<file path="src/rtl/scope_trigger_ctrl_pkg.sv">
// Shared types and constants for the scope trigger/capture sequencer.
package scope_pkg;

  localparam int unsigned ADC_W = 12;

  typedef enum logic [2:0] {
    S_IDLE    = 3'd0,
    S_PRETRIG = 3'd1,
    S_ARMED   = 3'd2,
    S_POST    = 3'd3,
    S_HOLD    = 3'd4,
    S_STOPPED = 3'd5
  } state_t;

  localparam logic [1:0] MODE_AUTO   = 2'b00;
  localparam logic [1:0] MODE_NORMAL = 2'b01;
  localparam logic [1:0] MODE_SINGLE = 2'b10;
  localparam logic [1:0] MODE_STOP   = 2'b11;

  function automatic logic is_write_state(state_t s);
    return (s == S_PRETRIG) || (s == S_ARMED) || (s == S_POST);
  endfunction

endpackage

</file>
<file path="src/rtl/scope_trigger_ctrl_trig_detect.sv">
// Edge trigger comparator with hysteresis: hf arms on an excursion past the
// hysteresis band, hit fires when the sample then crosses the level.
module trig_detect
  import scope_pkg::*;
#(
  parameter int unsigned HYST = 16
) (
  input  logic             clock,
  input  logic             reset_n,
  input  logic             valid,
  input  logic [ADC_W-1:0] sample,
  input  logic [ADC_W-1:0] level,
  input  logic             edge_sel,
  input  logic             clear,
  output logic             hit
);

  localparam logic [ADC_W-1:0] HYST_V = ADC_W'(HYST);
  localparam logic [ADC_W-1:0] MAX_V  = '1;

  logic             hf;
  logic [ADC_W-1:0] lo;
  logic [ADC_W-1:0] hi;
  logic             arm_cond;
  logic             fire_cond;

  // Band edges saturate so levels near 0 / full scale stay usable.
  always_comb begin
    lo = (level > HYST_V) ? level - HYST_V : '0;
    hi = (level > MAX_V - HYST_V) ? MAX_V : level + HYST_V;
    if (edge_sel) begin
      arm_cond  = sample > hi;
      fire_cond = sample <= level;
    end else begin
      arm_cond  = sample < lo;
      fire_cond = sample >= level;
    end
  end

  assign hit = valid && hf && fire_cond;

  always_ff @(posedge clock) begin
    if (!reset_n) begin
      hf <= 1'b0;
    end else if (clear) begin
      hf <= 1'b0;
    end else if (valid && arm_cond) begin
      hf <= 1'b1;
    end
  end

endmodule

</file>
<file path="src/rtl/scope_trigger_ctrl.sv">
// Trigger and capture sequencer: circular pre-trigger fill, armed edge search,
// post-trigger fill, then a frozen frame handed to the display via ready/ack.
module scope_trigger_ctrl
  import scope_pkg::*;
#(
  parameter int unsigned DEPTH        = 640,
  parameter int unsigned PRE          = 160,
  parameter int unsigned HYST         = 16,
  parameter int unsigned AUTO_TIMEOUT = 4096,
  parameter int unsigned AW           = 10
) (
  input  logic             clock,
  input  logic             reset_n,
  input  logic             sample_valid,
  input  logic [ADC_W-1:0] sample_data,
  input  logic [ADC_W-1:0] trig_level,
  input  logic             trig_edge,
  input  logic [1:0]       trig_mode,
  input  logic             force_trig,
  input  logic             rearm,
  input  logic             frame_ack,
  output logic             wr_en,
  output logic [AW-1:0]    wr_addr,
  output logic [ADC_W-1:0] wr_data,
  output logic [AW-1:0]    frame_start,
  output logic             frame_ready,
  output logic             trig_auto,
  output logic [2:0]       state_out
);

  localparam int unsigned TW  = $clog2(AUTO_TIMEOUT + 1);
  localparam int unsigned AW1 = AW + 1;
  localparam logic [TW-1:0]  TO_MAX    = TW'(AUTO_TIMEOUT);
  localparam logic [AW-1:0]  PRE_M1    = AW'(PRE - 1);
  localparam logic [AW-1:0]  POST_M1   = AW'(DEPTH - PRE - 1);
  localparam logic [AW-1:0]  LAST_ADDR = AW'(DEPTH - 1);
  localparam logic [AW1-1:0] FS_OFS    = AW1'(DEPTH - PRE);
  localparam logic [AW1-1:0] DEPTH_V   = AW1'(DEPTH);
  localparam bit             POST_ONE  = (DEPTH - PRE == 1);

  state_t          state;
  state_t          state_nxt;
  logic            accept;
  logic            wr_force;
  logic            force_pend;
  logic            timed_out;
  logic [AW-1:0]   wcnt;
  logic [TW-1:0]   to_cnt;
  logic            hit;
  logic            hf_en;
  logic            hf_clr;
  logic            trig;
  logic            pre_done;
  logic            post_done;
  logic [AW1-1:0]  fs_sum;
  logic [AW1-1:0]  fs_wrap;

  trig_detect #(
    .HYST (HYST)
  ) u_trig_detect (
    .clock    (clock),
    .reset_n  (reset_n),
    .valid    (hf_en),
    .sample   (wr_data),
    .level    (trig_level),
    .edge_sel (trig_edge),
    .clear    (hf_clr),
    .hit      (hit)
  );

  // Trigger and counter events are evaluated on the registered (being-written) sample.
  always_comb begin
    hf_en     = wr_en && ((state == S_PRETRIG) || (state == S_ARMED));
    timed_out = (trig_mode == MODE_AUTO) && (to_cnt == TO_MAX);
    trig      = wr_en && (state == S_ARMED) && (hit || wr_force) && (trig_mode != MODE_STOP);
    pre_done  = wr_en && (state == S_PRETRIG) && (wcnt == PRE_M1);
    post_done = wr_en && (state == S_POST) && (wcnt == POST_M1);
    fs_sum    = {1'b0, wr_addr} + FS_OFS;
    fs_wrap   = (fs_sum >= DEPTH_V) ? fs_sum - DEPTH_V : fs_sum;
  end

  always_ff @(posedge clock) begin
    if (!reset_n) begin
      state <= S_IDLE;
    end else begin
      state <= state_nxt;
    end
  end

  always_comb begin
    state_nxt = state;
    unique case (state)
      S_IDLE:    state_nxt = (trig_mode == MODE_STOP) ? S_STOPPED : S_PRETRIG;
      S_PRETRIG: begin
        if (trig_mode == MODE_STOP) state_nxt = S_STOPPED;
        else if (pre_done)          state_nxt = S_ARMED;
      end
      S_ARMED: begin
        if (trig_mode == MODE_STOP) state_nxt = S_STOPPED;
        else if (trig)              state_nxt = POST_ONE ? S_HOLD : S_POST;
      end
      S_POST:    if (post_done) state_nxt = S_HOLD;
      S_HOLD: begin
        if (frame_ack)
          state_nxt = ((trig_mode == MODE_SINGLE) || (trig_mode == MODE_STOP)) ? S_STOPPED : S_PRETRIG;
      end
      S_STOPPED: if (rearm && (trig_mode != MODE_STOP)) state_nxt = S_PRETRIG;
      default:   state_nxt = S_IDLE;
    endcase
  end

  always_comb begin
    state_out = state;
    // A sample whose write would land outside a capture state is dropped.
    accept    = sample_valid && is_write_state(state) && is_write_state(state_nxt);
    hf_clr    = trig || ((state != S_ARMED) && (state_nxt == S_ARMED));
  end

  always_ff @(posedge clock) begin
    if (!reset_n) begin
      wr_en       <= 1'b0;
      wr_addr     <= '0;
      wr_data     <= '0;
      wr_force    <= 1'b0;
      force_pend  <= 1'b0;
      wcnt        <= '0;
      to_cnt      <= '0;
      frame_start <= '0;
      frame_ready <= 1'b0;
      trig_auto   <= 1'b0;
    end else begin
      wr_en <= accept;
      if (accept) wr_data <= sample_data;
      if (wr_en) wr_addr <= (wr_addr == LAST_ADDR) ? '0 : wr_addr + 1'b1;

      // Forced/auto trigger is tagged onto the next accepted sample.
      wr_force   <= accept && (state == S_ARMED) && (force_pend || force_trig || timed_out);
      force_pend <= (state == S_ARMED) && (state_nxt == S_ARMED) && !accept
                    && (force_pend || force_trig);

      if (state != S_ARMED)                    to_cnt <= '0;
      else if (sample_valid && to_cnt != TO_MAX) to_cnt <= to_cnt + 1'b1;

      unique case (state)
        S_PRETRIG: if (wr_en) wcnt <= pre_done ? '0 : wcnt + 1'b1;
        S_ARMED:   if (trig)  wcnt <= AW'(1);
        S_POST:    if (wr_en) wcnt <= wcnt + 1'b1;
        default:   wcnt <= '0;
      endcase

      if ((state != S_HOLD) && (state_nxt == S_HOLD))
        frame_ready <= 1'b1;
      else if (((state == S_HOLD) && frame_ack) || ((state == S_STOPPED) && (state_nxt == S_PRETRIG)))
        frame_ready <= 1'b0;

      if (trig) begin
        frame_start <= fs_wrap[AW-1:0];
        trig_auto   <= wr_force && !hit;
      end else if ((state == S_HOLD) && frame_ack) begin
        trig_auto <= 1'b0;
      end
    end
  end

endmodule

</file>
<file path="config.mk">
export PLATFORM = sky130hd
export DESIGN_NAME = scope_trigger_ctrl
export DESIGN_NICKNAME = d
export VERILOG_FILES = /design/src/rtl/scope_trigger_ctrl_pkg.sv /design/src/rtl/scope_trigger_ctrl_trig_detect.sv /design/src/rtl/scope_trigger_ctrl.sv
export SDC_FILE = /design/constraint.sdc
export NUM_CORES = 1
export LEC_CHECK = 0
export ABC_AREA = 1
export BUFFER_PORTS_ARGS = -buffer_cell sky130_fd_sc_hd__buf_2
export CORE_ASPECT_RATIO = 2
export CORE_MARGIN = 10
export CORE_UTILIZATION = 35
export DETAILED_ROUTE_END_ITERATION = 8
export HOLD_SLACK_MARGIN = 0.15
export SLEW_MARGIN = 40
export SYNTH_ARGS = -nofsm -noshare
export SYNTH_HDL_FRONTEND = slang
export SYNTH_SLANG_ARGS = --single-unit
</file>
<file path="constraint.sdc">
create_clock -name clock -period 4.8 [get_ports clock]
set_clock_uncertainty 0.2 [all_clocks]
set_input_delay 0.96 -clock clock [delete_from_list [all_inputs] [get_ports clock]]
set_output_delay 0.96 -clock clock [all_outputs]
set_load 0.02 [all_outputs]
</file>
==> summary.txt, run 1 <==
Floorplanning
  – Initial Util: 35.66%
  – Chip Width: 100.2 microns
  – Core Box Area: 12630 sq um
  – Std-Cell Rows: 58
  – Die Area: 18080 sq um
  – I/O pin cnt: 71
  – Die Y: 180.4 microns

Power
  – Final Power: 1.385 mW
  – Leak pwr: 2.410 nW
  – Cell Pwr Density: 265.8 nW/um^2
  – Maximum VDD drop: 169.6 uV

Worst hold path
  – Hold path depth: 2
  – Hold Crit Class: reg2reg

Yosys
  – Synthesized area: 4503 sq um
  – Mean Syn Cell Area: 6.671 sq um
  – Syn Nets: 755
  – Post-synth cell types: 40
  – Sequential element share of the synthesized area: 28.45%
  – Syn Inst Count: 675
  – YS warnings: 0
  – Yosys reg bits: 64

Worst setup path
  – Max stage delay on crit path: 0.58 ns
  – Critical R2R Launch: wcnt[0]
  – WP data arrival: 3.74 ns
  – Crit end category: register
  – CP Launch Point: trig_level[4]
  – Worst Path Max Fanout: 11
  – CP top delay family: simple AND/OR/NAND/NOR gates
  – Worst R2R End: wr_data[10]
  – Flop2flop setup slack: 2.19 ns
  – Crit path buffers/inverters: 4
  – Cell count along the critical path: 17
  – Critical Path RT: 4.86 ns
  – CP Class: in2reg
  – Startpoint Class: input port
  – Cells on worst reg2reg path: 10
  – Max stage delay cell, worst path: nor3_1
  – Most common cell on crit path: nand2_1
  – Worst-path cell chain: buf_2 > inv_1 > ha_1 > inv_1 > nor3_1 > o21ai_1 > nand3_1 > ha_1 > nand2_1 > inv_1 > o21ai_0 > nand2_1 > a21oi_1 > nand2_1 > nand2_1 > nand3_1 > a21oi_1
  – Critical path endpoint: u_trig_detect.hf

Timing
  – Final Hold Viols: 0
  – Unrepaired setup endpoints after global routing: no
  – Rel. slew slack: 48.71%
  – Period utilization: 76.66%
  – Fmax: 271.8 MHz
  – Hold slack final: 0.2602 ns
  – Final WS setup: 1.120 ns
  – # setup viols final: 0
  – Tmin final: 3.680 ns
  – Worst-Margin Slew: 0.7643 ns
  – Slew Viols, Final: 0
  – TNS Setup: 0 ns

Clock network
  – Clock-pin transition on the worst setup and hold timing paths: 0.05 ns
  – Worst skew pair latency: 0.33 ns
  – CTS Buf Count: 9
  – Clock Sink Count: 64
  – Max clock buf depth: 2
  – Cts repair resizes: 0
  – Post-CTS Setup Inserts: 0
  – CTS tree: yes
  – Root Buffer: clkbuf_16
  – H-tree depth: 3
  – Hold_buf cts: 0

Global routing
  – GRT Util Overall: 15.17%
  – Largest net degree at the start of global routing: 26
  – First-pass GRT wire length: 22380 microns
  – Grt total ovfl: 0
  – Vias in the first global route: 4681
  – Antenna violations before repair: 0

Placement
  – Routability congestion estimate: 0.9896
  – DP Area: 4936 sq um
  – Hpwl dp: 11060 microns
  – Placed cells: 880
  – I/O Buffers: 70
  – Pre-CTS setup slack: 0.8047 ns

Finish
  – FF+latch area: 1281 sq um
  – Finished Core Util: 41.26%
  – Share of cells above drive strength 1: 14.63%
  – Most frequent cells in the layout: nand2_1 (125), nor2_1 (91), inv_1 (84)
  – Fin nets: 821
  – Area of the multi-input gates: 2759 sq um
  – Area growth syn-to-layout: 15.70%
  – Cell Count, Final, Fillers Out: 895
  – # diodes: 0
  – Finished layout cell area: 5210 sq um
  – Commonest non-fill, non-tap cell in the layout: nand2_1
  – Filler cells: 1418

Drt
  – First-pass detailed-route iteration total: 4
  – Drt initial violations: 156
  – Total number of vias: 4624
  – Post-DR vias/cell: 5.166
  – Remaining DRCs: 0
  – Mean routed wirelength per cell: 15.21 microns
  – Post-route ant nets: 0
  – Total Routed Length: 13610 microns

Outcome
  – Status: finished clean

Run
  – Number of max-cap violations: 0
-- worst min-delay path: stages, from the launching register on --
cell and delay, ns:
dfxtp_1 0.29, inv_1 0.06, a21oi_1 0.06
-- kinds of logic (layout without fill, tap and decap cells) --
| family | after synthesis | count (layout) | share of synthesized area, % |
|---|---|---|---|
| AND/OR/NAND/NOR | 326 | 326 | 32.37 |
| AO/OA/AOI/OAI | 119 | 119 | 13.89 |
| buffers and inverters | 109 | 179 | 10.28 |
| flip-flops | 64 | 64 | 28.45 |
| adder cells (fa/ha/maj) | 47 | 47 | 13.06 |
| XOR/XNOR | 10 | 10 | 1.945 |
-- layer usage --
metal / GRT usage [%] / vias to the layer above / share of wire [%]
met2: 28.79 / 112 / 56
met1: 14.17 / 2100 / 36
li1: - / 2376 / -
met4: 8.523 / 0 / 4.2
met3: 3.072 / 36 / 4.5
met5: 0 / - / 0
-- cell type report --
| cell class | instances | area share [%] |
|---|---|---|
| Timing Repair Buffer | 71 | 6.868 |
| Clock inverter | 3 | 0.3362 |
| Multi-Input combinational cell | 502 | 52.95 |
| Sequential cell | 64 | 24.59 |
| Tap cell | 150 | 3.602 |
| Inverter | 93 | 6.724 |
| Clock buffer | 12 | 4.923 |
-- sequential cells by signal, summed over array words and instances, names as in the netlist --
register          flops
frame_ready           1
wcnt                 10
wr_en                 1
frame_start          10
trig_auto             1
wr_force              1
to_cnt               13
u_trig_detect.hf      1
wr_data              12
wr_addr              10
force_pend            1
state_out             3
-- worst min path at each step --
stage                startpoint          endpoint
3_3_place_gp     frame_start[9]    frame_start[9]
5_1_grt        u_trig_detect.hf  u_trig_detect.hf
6_report       u_trig_detect.hf  u_trig_detect.hf
3_5_place_dp   u_trig_detect.hf  u_trig_detect.hf
2_1_floorplan  u_trig_detect.hf  u_trig_detect.hf
4_1_cts        u_trig_detect.hf  u_trig_detect.hf
-- report_power, final --
part	total [mW]	leakage (nW)	internal (mW)	switching, mW
Sequential	0.567	0.518	0.544	0.0226
Clock	0.603	0.134	0.373	0.230
Combinational	0.215	1.76	0.0756	0.139
-- cell usage after synthesis --
master	n	area share [%]
o21ai_2	1	0.19
nand2_2	5	0.69
nor2_2	3	0.42
nor3_1	25	2.8
o21ai_1	12	1.3
nor2_4	1	0.25
nand4_1	19	2.6
buf_4	7	1.2
nand2_1	125	10
clkbuf_4	1	0.17
nor3b_1	3	0.50
nor3_4	1	0.36
clkinv_2	1	0.11
dfxtp_1	64	28
a211oi_1	1	0.17
or2_1	1	0.14
nor2_1	91	7.6
o2111ai_1	1	0.19
xor2_1	7	1.4
buf_6	3	0.75
nor4_1	4	0.56
and3_1	1	0.14
inv_1	84	7.0
ha_1	47	13
a21o_1	1	0.17
buf_1	1	0.083
a31oi_1	4	0.56
inv_2	5	0.42
clkbuf_1	4	0.33
nand3_2	3	0.67
a31o_2	1	0.19
o21ai_0	38	4.2
xnor2_1	3	0.58
nand3_1	42	4.7
nand4_2	2	0.56
clkinv_1	3	0.25
o211ai_1	1	0.17
o31ai_1	1	0.17
a21oi_2	1	0.19
a21oi_1	57	6.3
No activity file was read; power rests on OpenSTA's default activity.
==> run 2, diff against run 1 <==
==> constraint.sdc (replaced) <==
create_clock -name clock -period 3.6 [get_ports clock]
set_clock_uncertainty 0.2 [all_clocks]
set_input_delay 0.72 -clock clock [delete_from_list [all_inputs] [get_ports clock]]
set_output_delay 0.72 -clock clock [all_outputs]
set_load 0.02 [all_outputs]
==> run 2 against run 1 <==
  * Register-to-register slack worse by 1.1 ns
  * Sequential share of layout area down 0.47 points
  * Die area unchanged
  * Critical endpoint unchanged
  * Power up 49%
  * Utilization up 0.81 points
==> summary.txt, run 2 (same netlist as run 1, synthesis figures left out) <==
Clock network
  – Hold_buf cts: 0
  – CTS Buf Count: 9
  – Clock-pin transition on the worst setup and hold timing paths: 0.06 ns
  – Root Buffer: clkbuf_16
  – Worst skew pair latency: 0.33 ns
  – CTS tree: yes
  – Post-CTS Setup Inserts: 0
  – Cts repair resizes: 0
  – Max clock buf depth: 2
  – H-tree depth: 3
  – Clock Sink Count: 64

Drt
  – Mean routed wirelength per cell: 15.26 microns
  – Total Routed Length: 13730 microns
  – Remaining DRCs: 0
  – Post-route ant nets: 0
  – Total number of vias: 4624
  – First-pass detailed-route iteration total: 4
  – Drt initial violations: 176
  – Post-DR vias/cell: 5.138

Global routing
  – GRT Util Overall: 15.37%
  – First-pass GRT wire length: 22550 microns
  – Antenna violations before repair: 0
  – Vias in the first global route: 4744
  – GRT met2 Usage: 30.28%
  – Largest net degree at the start of global routing: 25
  – Grt total ovfl: 0
  – Met3 Use GR: 2.688%
  – Busiest grt layer: met2
  – Met1 usage in global routing: 13.63%

Worst setup path
  – Flop2flop setup slack: 1.08 ns
  – WP data arrival: 3.15 ns
  – Critical Path RT: 3.67 ns
  – Worst Path Max Fanout: 10
  – CP Class: in2reg
  – Startpoint Class: input port
  – Crit end category: register

Floorplanning
  – I/O pin cnt: 71
  – Core Box Area: 12630 sq um
  – Initial Util: 35.66%
  – Std-Cell Rows: 58
  – Chip Width: 100.2 microns
  – Die Area: 18080 sq um
  – Die Y: 180.4 microns

Power
  – Cell Pwr Density: 388.0 nW/um^2
  – Final Power: 2.061 mW
  – Maximum VDD drop: 255.8 uV
  – Leak pwr: 2.464 nW

Timing
  – Fmax: 324.0 MHz
  – # setup viols final: 0
  – Tmin final: 3.086 ns
  – Final Hold Viols: 0
  – Slew Viols, Final: 0
  – Period utilization: 85.73%
  – Rel. slew slack: 69.93%
  – TNS Setup: 0 ns
  – Final WS setup: 0.5138 ns
  – Unrepaired setup endpoints after global routing: no
  – Worst-Margin Slew: 0.4498 ns

Finish
  – Area growth syn-to-layout: 17.98%
  – Commonest non-fill, non-tap cell in the layout: nand2_1
  – Biggest regs: to_cnt: 13 flops, wr_data: 12 flops
  – Fin nets: 825
  – Cell Count, Final, Fillers Out: 900
  – Finished Core Util: 42.07%
  – Share of cells above drive strength 1: 15.20%
  – # diodes: 0
  – Most frequent cells in the layout: nand2_1 (125), nor2_1 (91), inv_1 (84)
  – Max reg flops: 13
  – Biggest register: to_cnt

Placement
  – Placed cells: 884
  – Hpwl dp: 11200 microns
  – Routability congestion estimate: 0.9266
  – Pre-CTS setup slack: 0.1399 ns
  – I/O Buffers: 70

Run
  – Number of max-cap violations: 0

Outcome
  – Status: finished clean

Worst hold path
  – Hold Crit Class: reg2reg
run 2: report_power, final:
part / switching [mW] / total (mW) / internal, mW
combinational: 0.182 / 0.283 / 0.101
sequential: 0.0324 / 0.758 / 0.726
clock: 0.325 / 1.02 / 0.695
total: 0.539 / 2.06 / 1.52
run 2: routing by layer:
metal,part of all wire (%),wire (microns),up-vias
met3,3.9,532,32
met4,3.8,517,0
li1,-,-,2374
met2,57,7876,100
met1,35,4804,2118
met5,0,0,-
run 2: metrics by stage:
step           instance area (sq um)  hold slack (ns)
6_report                        5313           0.2606
5_1_grt                         5313           0.2972
4_1_cts                         5313           0.2651
3_5_place_dp                    4966           0.2556
3_3_place_gp                    4966           0.2572
2_1_floorplan                   4503           0.2322
run 2: cell type report:
cell class | instances | area, sq um
Multi-Input combinational cell | 502 | 2759
Clock inverter | 5 | 103.9
Timing Repair Buffer | 75 | 387.9
Inverter | 93 | 350.3
Sequential cell | 64 | 1281
Clock buffer | 11 | 242.7
Fill cell | 1371 | 7315
Tap cell | 150 | 187.7
run 2: worst max-delay path: stages:
cell	delay (ns)
buf_2	0.11
ha_1	0.16
inv_1	0.06
nor2_1	0.18
nand2_1	0.11
nor2_1	0.10
nand2_1	0.07
nor2_1	0.17
nand2_1	0.10
clkinv_1	0.18
nor3_1	0.10
ha_1	0.29
nand4_1	0.12
nor3_1	0.19
a21oi_1	0.10
o211ai_1	0.09
nand2_1	0.06
nand2_1	0.06
nand3_1	0.07
a21oi_1	0.11
run 2: path summary, 6_finish.rpt:
kind | from | cells past startpoint | endpoint
worst min register to register | u_trig_detect.hf | 2 | u_trig_detect.hf
worst min-delay path | u_trig_detect.hf | 2 | u_trig_detect.hf
worst max register to register | wcnt[0] | 10 | wr_data[4]
worst max-delay path | trig_level[5] | 20 | u_trig_detect.hf
